### src/rtl/pmc_shift_if.sv
// Bundle between the PMC register file / matrix pads and the serial shift engine.
// start is accepted only on a cycle with busy=0 and abort=0; done pulses once per
// completed transfer, din_o is valid in that cycle and held until the next done.
interface pmc_shift_if #(
    parameter int NUM_CH = 16,
    parameter int WORD_W = 32,
    parameter int CNT_W  = $clog2(WORD_W) + 1,
    parameter int DIV_W  = 8
);
    logic                     start;
    logic                     abort;
    logic [CNT_W-1:0]         bit_count;
    logic [DIV_W-1:0]         clk_div;
    logic                     msb_first;
    logic [NUM_CH*WORD_W-1:0] dout_i;
    logic [NUM_CH*WORD_W-1:0] din_o;
    logic                     busy;
    logic                     done;
    logic                     sh_clk_o;
    logic [NUM_CH-1:0]        sh_data_o;
    logic [NUM_CH-1:0]        sh_data_i;
    logic [2:0]               state_dbg;

    modport master (
        output start, abort, bit_count, clk_div, msb_first, dout_i, sh_data_i,
        input  din_o, busy, done, sh_clk_o, sh_data_o, state_dbg
    );

    modport slave (
        input  start, abort, bit_count, clk_div, msb_first, dout_i, sh_data_i,
        output din_o, busy, done, sh_clk_o, sh_data_o, state_dbg
    );
endinterface

### src/rtl/pmc_shift_engine.sv
// Serial shift engine: shifts NUM_CH words out over parallel lines with a generated,
// divided shift clock and captures the matrix response on the same clock.
module pmc_shift_engine #(
    parameter int NUM_CH = 16,
    parameter int WORD_W = 32,
    parameter int CNT_W  = $clog2(WORD_W) + 1,
    parameter int DIV_W  = 8
) (
    input  logic       clk,
    input  logic       rst_n,
    pmc_shift_if.slave bus
);
    localparam int IDX_W = $clog2(WORD_W);
    localparam logic [CNT_W-1:0] WORD_N  = CNT_W'(WORD_W);
    localparam logic [CNT_W-1:0] CNT_ONE = CNT_W'(1);
    localparam logic [IDX_W-1:0] IDX_ONE = IDX_W'(1);
    localparam logic [DIV_W-1:0] DIV_ONE = DIV_W'(1);

    typedef enum logic [2:0] {
        S_IDLE  = 3'd0,
        S_SETUP = 3'd1,
        S_HIGH  = 3'd2,
        S_LOW   = 3'd3,
        S_DONE  = 3'd4
    } state_t;

    state_t                   state;
    logic [DIV_W-1:0]         phase;
    logic [DIV_W-1:0]         div_q;
    logic                     msb_q;
    logic [CNT_W-1:0]         bits_left;
    logic [IDX_W-1:0]         bit_idx;
    logic [WORD_W-1:0]        word_q [NUM_CH];
    logic [WORD_W-1:0]        cap_q  [NUM_CH];
    logic [WORD_W-1:0]        dout_w [NUM_CH];
    logic [CNT_W-1:0]         n_eff;
    logic [IDX_W-1:0]         first_idx;
    logic [IDX_W-1:0]         next_idx;
    logic                     busy_q;
    logic                     done_q;
    logic                     sh_clk_q;
    logic [NUM_CH-1:0]        sh_data_q;
    logic [NUM_CH*WORD_W-1:0] din_q;

    // bit_idx always names the bit currently on the line; it walks down for MSB-first.
    always_comb begin
        for (int c = 0; c < NUM_CH; c++) begin
            dout_w[c] = bus.dout_i[c*WORD_W +: WORD_W];
        end
        n_eff     = (bus.bit_count == '0 || bus.bit_count > WORD_N) ? WORD_N : bus.bit_count;
        first_idx = bus.msb_first ? IDX_W'(n_eff - CNT_ONE) : '0;
        next_idx  = msb_q ? (bit_idx - IDX_ONE) : (bit_idx + IDX_ONE);
    end

    always_ff @(posedge clk or negedge rst_n) begin
        if (!rst_n) begin
            state     <= S_IDLE;
            phase     <= '0;
            div_q     <= '0;
            msb_q     <= 1'b0;
            bits_left <= '0;
            bit_idx   <= '0;
            busy_q    <= 1'b0;
            done_q    <= 1'b0;
            sh_clk_q  <= 1'b0;
            sh_data_q <= '0;
            din_q     <= '0;
            for (int c = 0; c < NUM_CH; c++) begin
                word_q[c] <= '0;
                cap_q[c]  <= '0;
            end
        end else if (state != S_IDLE && bus.abort) begin
            // sh_data_o and din_o deliberately keep their values on abort
            state    <= S_IDLE;
            busy_q   <= 1'b0;
            done_q   <= 1'b0;
            sh_clk_q <= 1'b0;
        end else begin
            done_q <= 1'b0;
            case (state)
                S_IDLE: begin
                    if (bus.start && !bus.abort) begin
                        state     <= S_SETUP;
                        busy_q    <= 1'b1;
                        phase     <= bus.clk_div;
                        div_q     <= bus.clk_div;
                        msb_q     <= bus.msb_first;
                        bits_left <= n_eff;
                        bit_idx   <= first_idx;
                        for (int c = 0; c < NUM_CH; c++) begin
                            word_q[c]    <= dout_w[c];
                            cap_q[c]     <= '0;
                            sh_data_q[c] <= dout_w[c][first_idx];
                        end
                    end
                end
                S_SETUP: begin
                    if (phase == '0) begin
                        state    <= S_HIGH;
                        phase    <= div_q;
                        sh_clk_q <= 1'b1;
                    end else begin
                        phase <= phase - DIV_ONE;
                    end
                end
                S_HIGH: begin
                    if (phase == '0) begin
                        state     <= S_LOW;
                        phase     <= div_q;
                        sh_clk_q  <= 1'b0;
                        bits_left <= bits_left - CNT_ONE;
                        for (int c = 0; c < NUM_CH; c++) begin
                            if (msb_q) begin
                                cap_q[c] <= {cap_q[c][WORD_W-2:0], bus.sh_data_i[c]};
                            end else begin
                                cap_q[c][bit_idx] <= bus.sh_data_i[c];
                            end
                        end
                        // After the final bit the line simply holds its value
                        if (bits_left != CNT_ONE) begin
                            bit_idx <= next_idx;
                            for (int c = 0; c < NUM_CH; c++) begin
                                sh_data_q[c] <= word_q[c][next_idx];
                            end
                        end
                    end else begin
                        phase <= phase - DIV_ONE;
                    end
                end
                S_LOW: begin
                    if (phase == '0) begin
                        if (bits_left != '0) begin
                            state    <= S_HIGH;
                            phase    <= div_q;
                            sh_clk_q <= 1'b1;
                        end else begin
                            state  <= S_DONE;
                            done_q <= 1'b1;
                            for (int c = 0; c < NUM_CH; c++) begin
                                din_q[c*WORD_W +: WORD_W] <= cap_q[c];
                            end
                        end
                    end else begin
                        phase <= phase - DIV_ONE;
                    end
                end
                S_DONE: begin
                    state  <= S_IDLE;
                    busy_q <= 1'b0;
                end
                default: begin
                    state    <= S_IDLE;
                    busy_q   <= 1'b0;
                    sh_clk_q <= 1'b0;
                end
            endcase
        end
    end

    assign bus.busy      = busy_q;
    assign bus.done      = done_q;
    assign bus.sh_clk_o  = sh_clk_q;
    assign bus.sh_data_o = sh_data_q;
    assign bus.din_o     = din_q;
    assign bus.state_dbg = state;
endmodule
### src/flat_wrapper.sv
// flat-port wrapper written by rule: the top's interface ports become plain ports
module pmc_shift_engine_flat 
#(
    parameter int NUM_CH = 16,
    parameter int WORD_W = 32,
    parameter int CNT_W  = $clog2(WORD_W) + 1,
    parameter int DIV_W  = 8
)
  (clk, rst_n, bus_start, bus_abort, bus_bit_count, bus_clk_div, bus_msb_first, bus_dout_i, bus_sh_data_i, bus_din_o, bus_busy, bus_done, bus_sh_clk_o, bus_sh_data_o, bus_state_dbg);
  pmc_shift_if #(.NUM_CH(NUM_CH), .WORD_W(WORD_W), .CNT_W(CNT_W), .DIV_W(DIV_W)) bus_i ();
  input  logic clk;
  input  logic rst_n;
  input wire logic [$bits(bus_i.start)-1:0] bus_start;
  input wire logic [$bits(bus_i.abort)-1:0] bus_abort;
  input wire logic [$bits(bus_i.bit_count)-1:0] bus_bit_count;
  input wire logic [$bits(bus_i.clk_div)-1:0] bus_clk_div;
  input wire logic [$bits(bus_i.msb_first)-1:0] bus_msb_first;
  input wire logic [$bits(bus_i.dout_i)-1:0] bus_dout_i;
  input wire logic [$bits(bus_i.sh_data_i)-1:0] bus_sh_data_i;
  output wire logic [$bits(bus_i.din_o)-1:0] bus_din_o;
  output wire logic [$bits(bus_i.busy)-1:0] bus_busy;
  output wire logic [$bits(bus_i.done)-1:0] bus_done;
  output wire logic [$bits(bus_i.sh_clk_o)-1:0] bus_sh_clk_o;
  output wire logic [$bits(bus_i.sh_data_o)-1:0] bus_sh_data_o;
  output wire logic [$bits(bus_i.state_dbg)-1:0] bus_state_dbg;
  assign bus_i.start = bus_start;
  assign bus_i.abort = bus_abort;
  assign bus_i.bit_count = bus_bit_count;
  assign bus_i.clk_div = bus_clk_div;
  assign bus_i.msb_first = bus_msb_first;
  assign bus_i.dout_i = bus_dout_i;
  assign bus_i.sh_data_i = bus_sh_data_i;
  assign bus_din_o = bus_i.din_o;
  assign bus_busy = bus_i.busy;
  assign bus_done = bus_i.done;
  assign bus_sh_clk_o = bus_i.sh_clk_o;
  assign bus_sh_data_o = bus_i.sh_data_o;
  assign bus_state_dbg = bus_i.state_dbg;
  pmc_shift_engine #(.NUM_CH(NUM_CH), .WORD_W(WORD_W), .CNT_W(CNT_W), .DIV_W(DIV_W)) u_core (.clk(clk), .rst_n(rst_n), .bus(bus_i));
endmodule
### config.mk
export PLATFORM = sky130hd
export DESIGN_NAME = pmc_shift_engine_flat
export DESIGN_NICKNAME = d
export VERILOG_FILES = /design/src/rtl/pmc_shift_if.sv /design/src/rtl/pmc_shift_engine.sv /design/src/flat_wrapper.sv
export SDC_FILE = /design/constraint.sdc
export NUM_CORES = 2
export LEC_CHECK = 0
export CORE_AREA = 8 8 417 419
export CTS_CLUSTER_DIAMETER = 40
export DETAILED_ROUTE_END_ITERATION = 10
export DIE_AREA = 0 0 425 427
export PLACE_DENSITY = 0.7
export SLEW_MARGIN = 20
export SYNTH_ARGS = -nofsm -noshare
export SYNTH_HDL_FRONTEND = slang
export SYNTH_SLANG_ARGS = --single-unit
### constraint.sdc
create_clock -name clk -period 2.6 [get_ports clk]
set_input_delay 0.65 -clock clk [delete_from_list [all_inputs] [get_ports clk]]
set_output_delay 0.65 -clock clk [all_outputs]
set_load 0.005 [all_outputs]
==> results.md <==
- H-tree Lvls: 4
- Worst flop-to-flop path endpoint: u_core.bus.sh_data_o[3]
- WP data required: between 3 and 4 ns
- Dominant cell type by area after synthesis: dfrtp_1
- Prevailing post-synth register cell: dfrtp_1
- Clock slew at reported path FFs: 0.06 ns
- Post-Syn Nets: 7588
- DP Cell Count: 10270
- Clock root cell: clkbuf_16
- Seq/Total Area, Yosys: 53.89%
- Hold Vio Cnt, Final: 0
- Site row count: 151
- Critical path class: reg -> reg
- Peak VDD IR: about 0.0011 V
- Post-route non-filler standard cell count: roughly 11000
- Ys async rst share: between 90% and 100%
- Startpoint Class: flip-flop
- First-pass GRT wire length: 461100 microns
- Top cells by area, synth: dfrtp_1, nand2_1, mux2_2
- CTS tree: done
- Synth Warn #: 0
- Total power: 105000 uW
- Synth unique cells: 82
- Share of layout cells above drive strength 1: 22.22%
- Maximum capacitance violations: 0
- Slew headroom: between 30% and 40%
- Final wirelength: 321700 microns
- Antenna violations before repair: 70
- Cell Area, Synth: 73650 sq um
- Clock Latency Late Sink: 0.89 ns
- # IOs: between 1000 and 1500
- Outcome: finished with violations
- Met3 usage: roughly 9%
- GRT overflow: 0
- Fin Hold WS: 0.3741 ns
- R2R setup slack: -0.59 ns
- Routed via count: 65400
- Worst setup margin: -0.5878 ns
- Violated checks: negative setup slack
- Worst reg2reg path startpoint: u_core.bit_idx[0]
- P&R area growth vs syn: 36.44%
- Setup crit start: u_core.bit_idx[0]
- DR iter-0 viols: 7742
- CTS Buf Count: 223
- Pin count of the biggest net entering global routing: 220
- Syn avg cell area: 10.47 sq um
- Worst Hold Depth: 3
- Initial core utilization: 43.90%
- GRT Total Usage: 34.26%
- Arr. time, crit path: 3.85 ns
- Port Buffers: roughly 1100
- Vias per std cell: 6.070
- Pre-Repair DR Iteration Count: 8
- Busiest grt layer: met2
- Commonest non-fill, non-tap cell in the layout: nand2_1
- Met2 Resource Use GR: a little over half
- Fin crit period: 3.188 ns
- Core Area: roughly 170000 sq um
- Die Width: 425 microns
- Worst Max-Slew Pin Slew: 0.9196 ns
- Crit path max fanout: 8
- Layout Nets: 8872
- Area of the multi-input gates: 32060 sq um
- Vias in the first global route: 65350
- Met1 Usage GRT: 39.88%
- Final Skew: 0.1012 ns
- CP Capture Point: u_core.bus.sh_data_o[3]
- Die H: 427 microns
- Worst setup EP type: flip-flop
- Final GP Congestion: 1.042
- Mapped Cells: 7033
- HPWL after detailed placement: 243500 microns
- Clock Path Buffers: 3
- RSZ-0062 raised after global routing: true
- Fillers: roughly 14000
- Tcrit/Tclk final: 122.6%
- Most frequent cells in the layout: nand2_1, dfrtp_1, clkdlybuf4s50_1
- Synth Register Bits: 1586
- WL/cell: approximately 30 microns
- DIE AREA: 181500 sq um
- Pwr/cell area: 1045 nW/um^2
- P_leak: 0.04361 uW
- Share of the synthesized area in the top cell type: a little over half
- Worst Hold Class: in -> reg
- Max Clock Freq: 0.3137 GHz
- Antenna viol nets, final: 0
- Setup violators final: 16
- Register area: 39730 sq um
- DRC viols: 0
- R2R depth: 8
- Clock sink count: roughly 1600
- Final slew viol count: 0
- EDFF count, synth: 0
-- synth_stat cells, types with 73 or more instances --
master,count
o31ai_1,510
clkbuf_1,365
mux4_2,164
a21oi_1,84
dfrtp_1,1586
a22oi_1,498
o21ai_0,73
mux2_2,531
nand2_1,2297
buf_2,216
mux2i_1,81
nor2_1,87
-- flip-flops by register name (all words and copies together), names as in the netlist --
signal / flops
u_core.bus.state_dbg: 3
u_core.cap_q: 512
u_core.bit_idx: 5
u_core.phase: 8
u_core.msb_q: 1
u_core.bus.done: 1
u_core.bits_left: 6
u_core.bus.sh_clk_o: 1
u_core.bus.sh_data_o: 16
u_core.div_q: 8
u_core.bus.busy: 1
u_core.bus.din_o: 512
u_core.word_q: 512
-- per-stage QoR --
stage | setup WS (ns) | instance area (sq um) | setup TNS (ns) | util (%)
floorplan | -0.7508 | 73920 | -11.32 | -
global placement | -1.037 | 91470 | -340.14 | 54.52
detailed placement | -1.068 | 91470 | -386.18 | 54.52
CTS | -0.5607 | 100000 | -6.864 | 59.62
global route | -0.6146 | 100500 | -8.254 | 59.88
finish | -0.5878 | 100500 | -7.205 | 59.89
-- worst min-delay path by stage --
stage	slack, ns	end	start
after floorplan	0.35	u_core.bit_idx[0]	rst_n
after global placement	0.45	u_core.bus.din_o[383]	u_core.cap_q[159]
after detailed placement	0.46	u_core.bus.din_o[383]	u_core.cap_q[159]
after CTS	0.31	u_core.cap_q[64]	bus_sh_data_i[13]
after global routing	0.39	u_core.cap_q[288]	bus_sh_data_i[6]
final	0.37	u_core.cap_q[64]	bus_sh_data_i[13]
-- report_power, final --
part           internal (uW)  switching, uW  total (uW)
Combinational          19000          21400       40300
Sequential             29600           3050       32600
Clock                  19100          13000       32100
Total                  67600          37400      105000
-- layout make-up --
type                       instances  area share (%)
timing repair inverter             1        0.008716
sequential                      1586           39.53
timing repair buffer            1673           17.62
clock inverter                   170           2.203
clock buffer                     253           5.815
tap                             2218           2.762
multi-input combinational       4821           31.90
inverter                          11         0.05603
antenna                           40         0.09961
-- cells by family after synthesis --
family          count (synthesis)  share of synthesized area [%]
fa+ha+maj                       8                         0.1461
buf+inv                       626                          3.700
compound gates               1418                          13.85
mux                           776                          14.23
flops                        1586                          53.89
xor+xnor                        8                         0.1410
simple gates                 2611                          14.04
-- worst max-delay path, stage by stage, from the launching register on --
cell and delay, ns:
dfrtp_4 0.49, fa_4 0.80, buf_12 0.16, mux4_2 0.36
mux2i_1 0.16, buf_4 0.16, o22ai_1 0.07, or4_1 0.46
o32a_1 0.30
-- metal layers --
| metal | share of wire [%] | vias to the layer above |
|---|---|---|
| met5 | 0.11 | - |
| met4 | 9.1 | 46 |
| met3 | 8.7 | 1041 |
| met2 | 47 | 3759 |
| met1 | 35 | 32940 |
| li1 | - | 27610 |
-- what timing repair did --
item | in CTS | in global routing
cloned | 2 | 3
hold buffers | 1 | 0
endpoints found under the hold margin | 36 | 0
pin swaps | 23 | 10
setup endpoints to repair | 484 | 388
resized for setup | 97 | 38
setup buffers | 20 | 14
(Power assumes the default switching activity.)
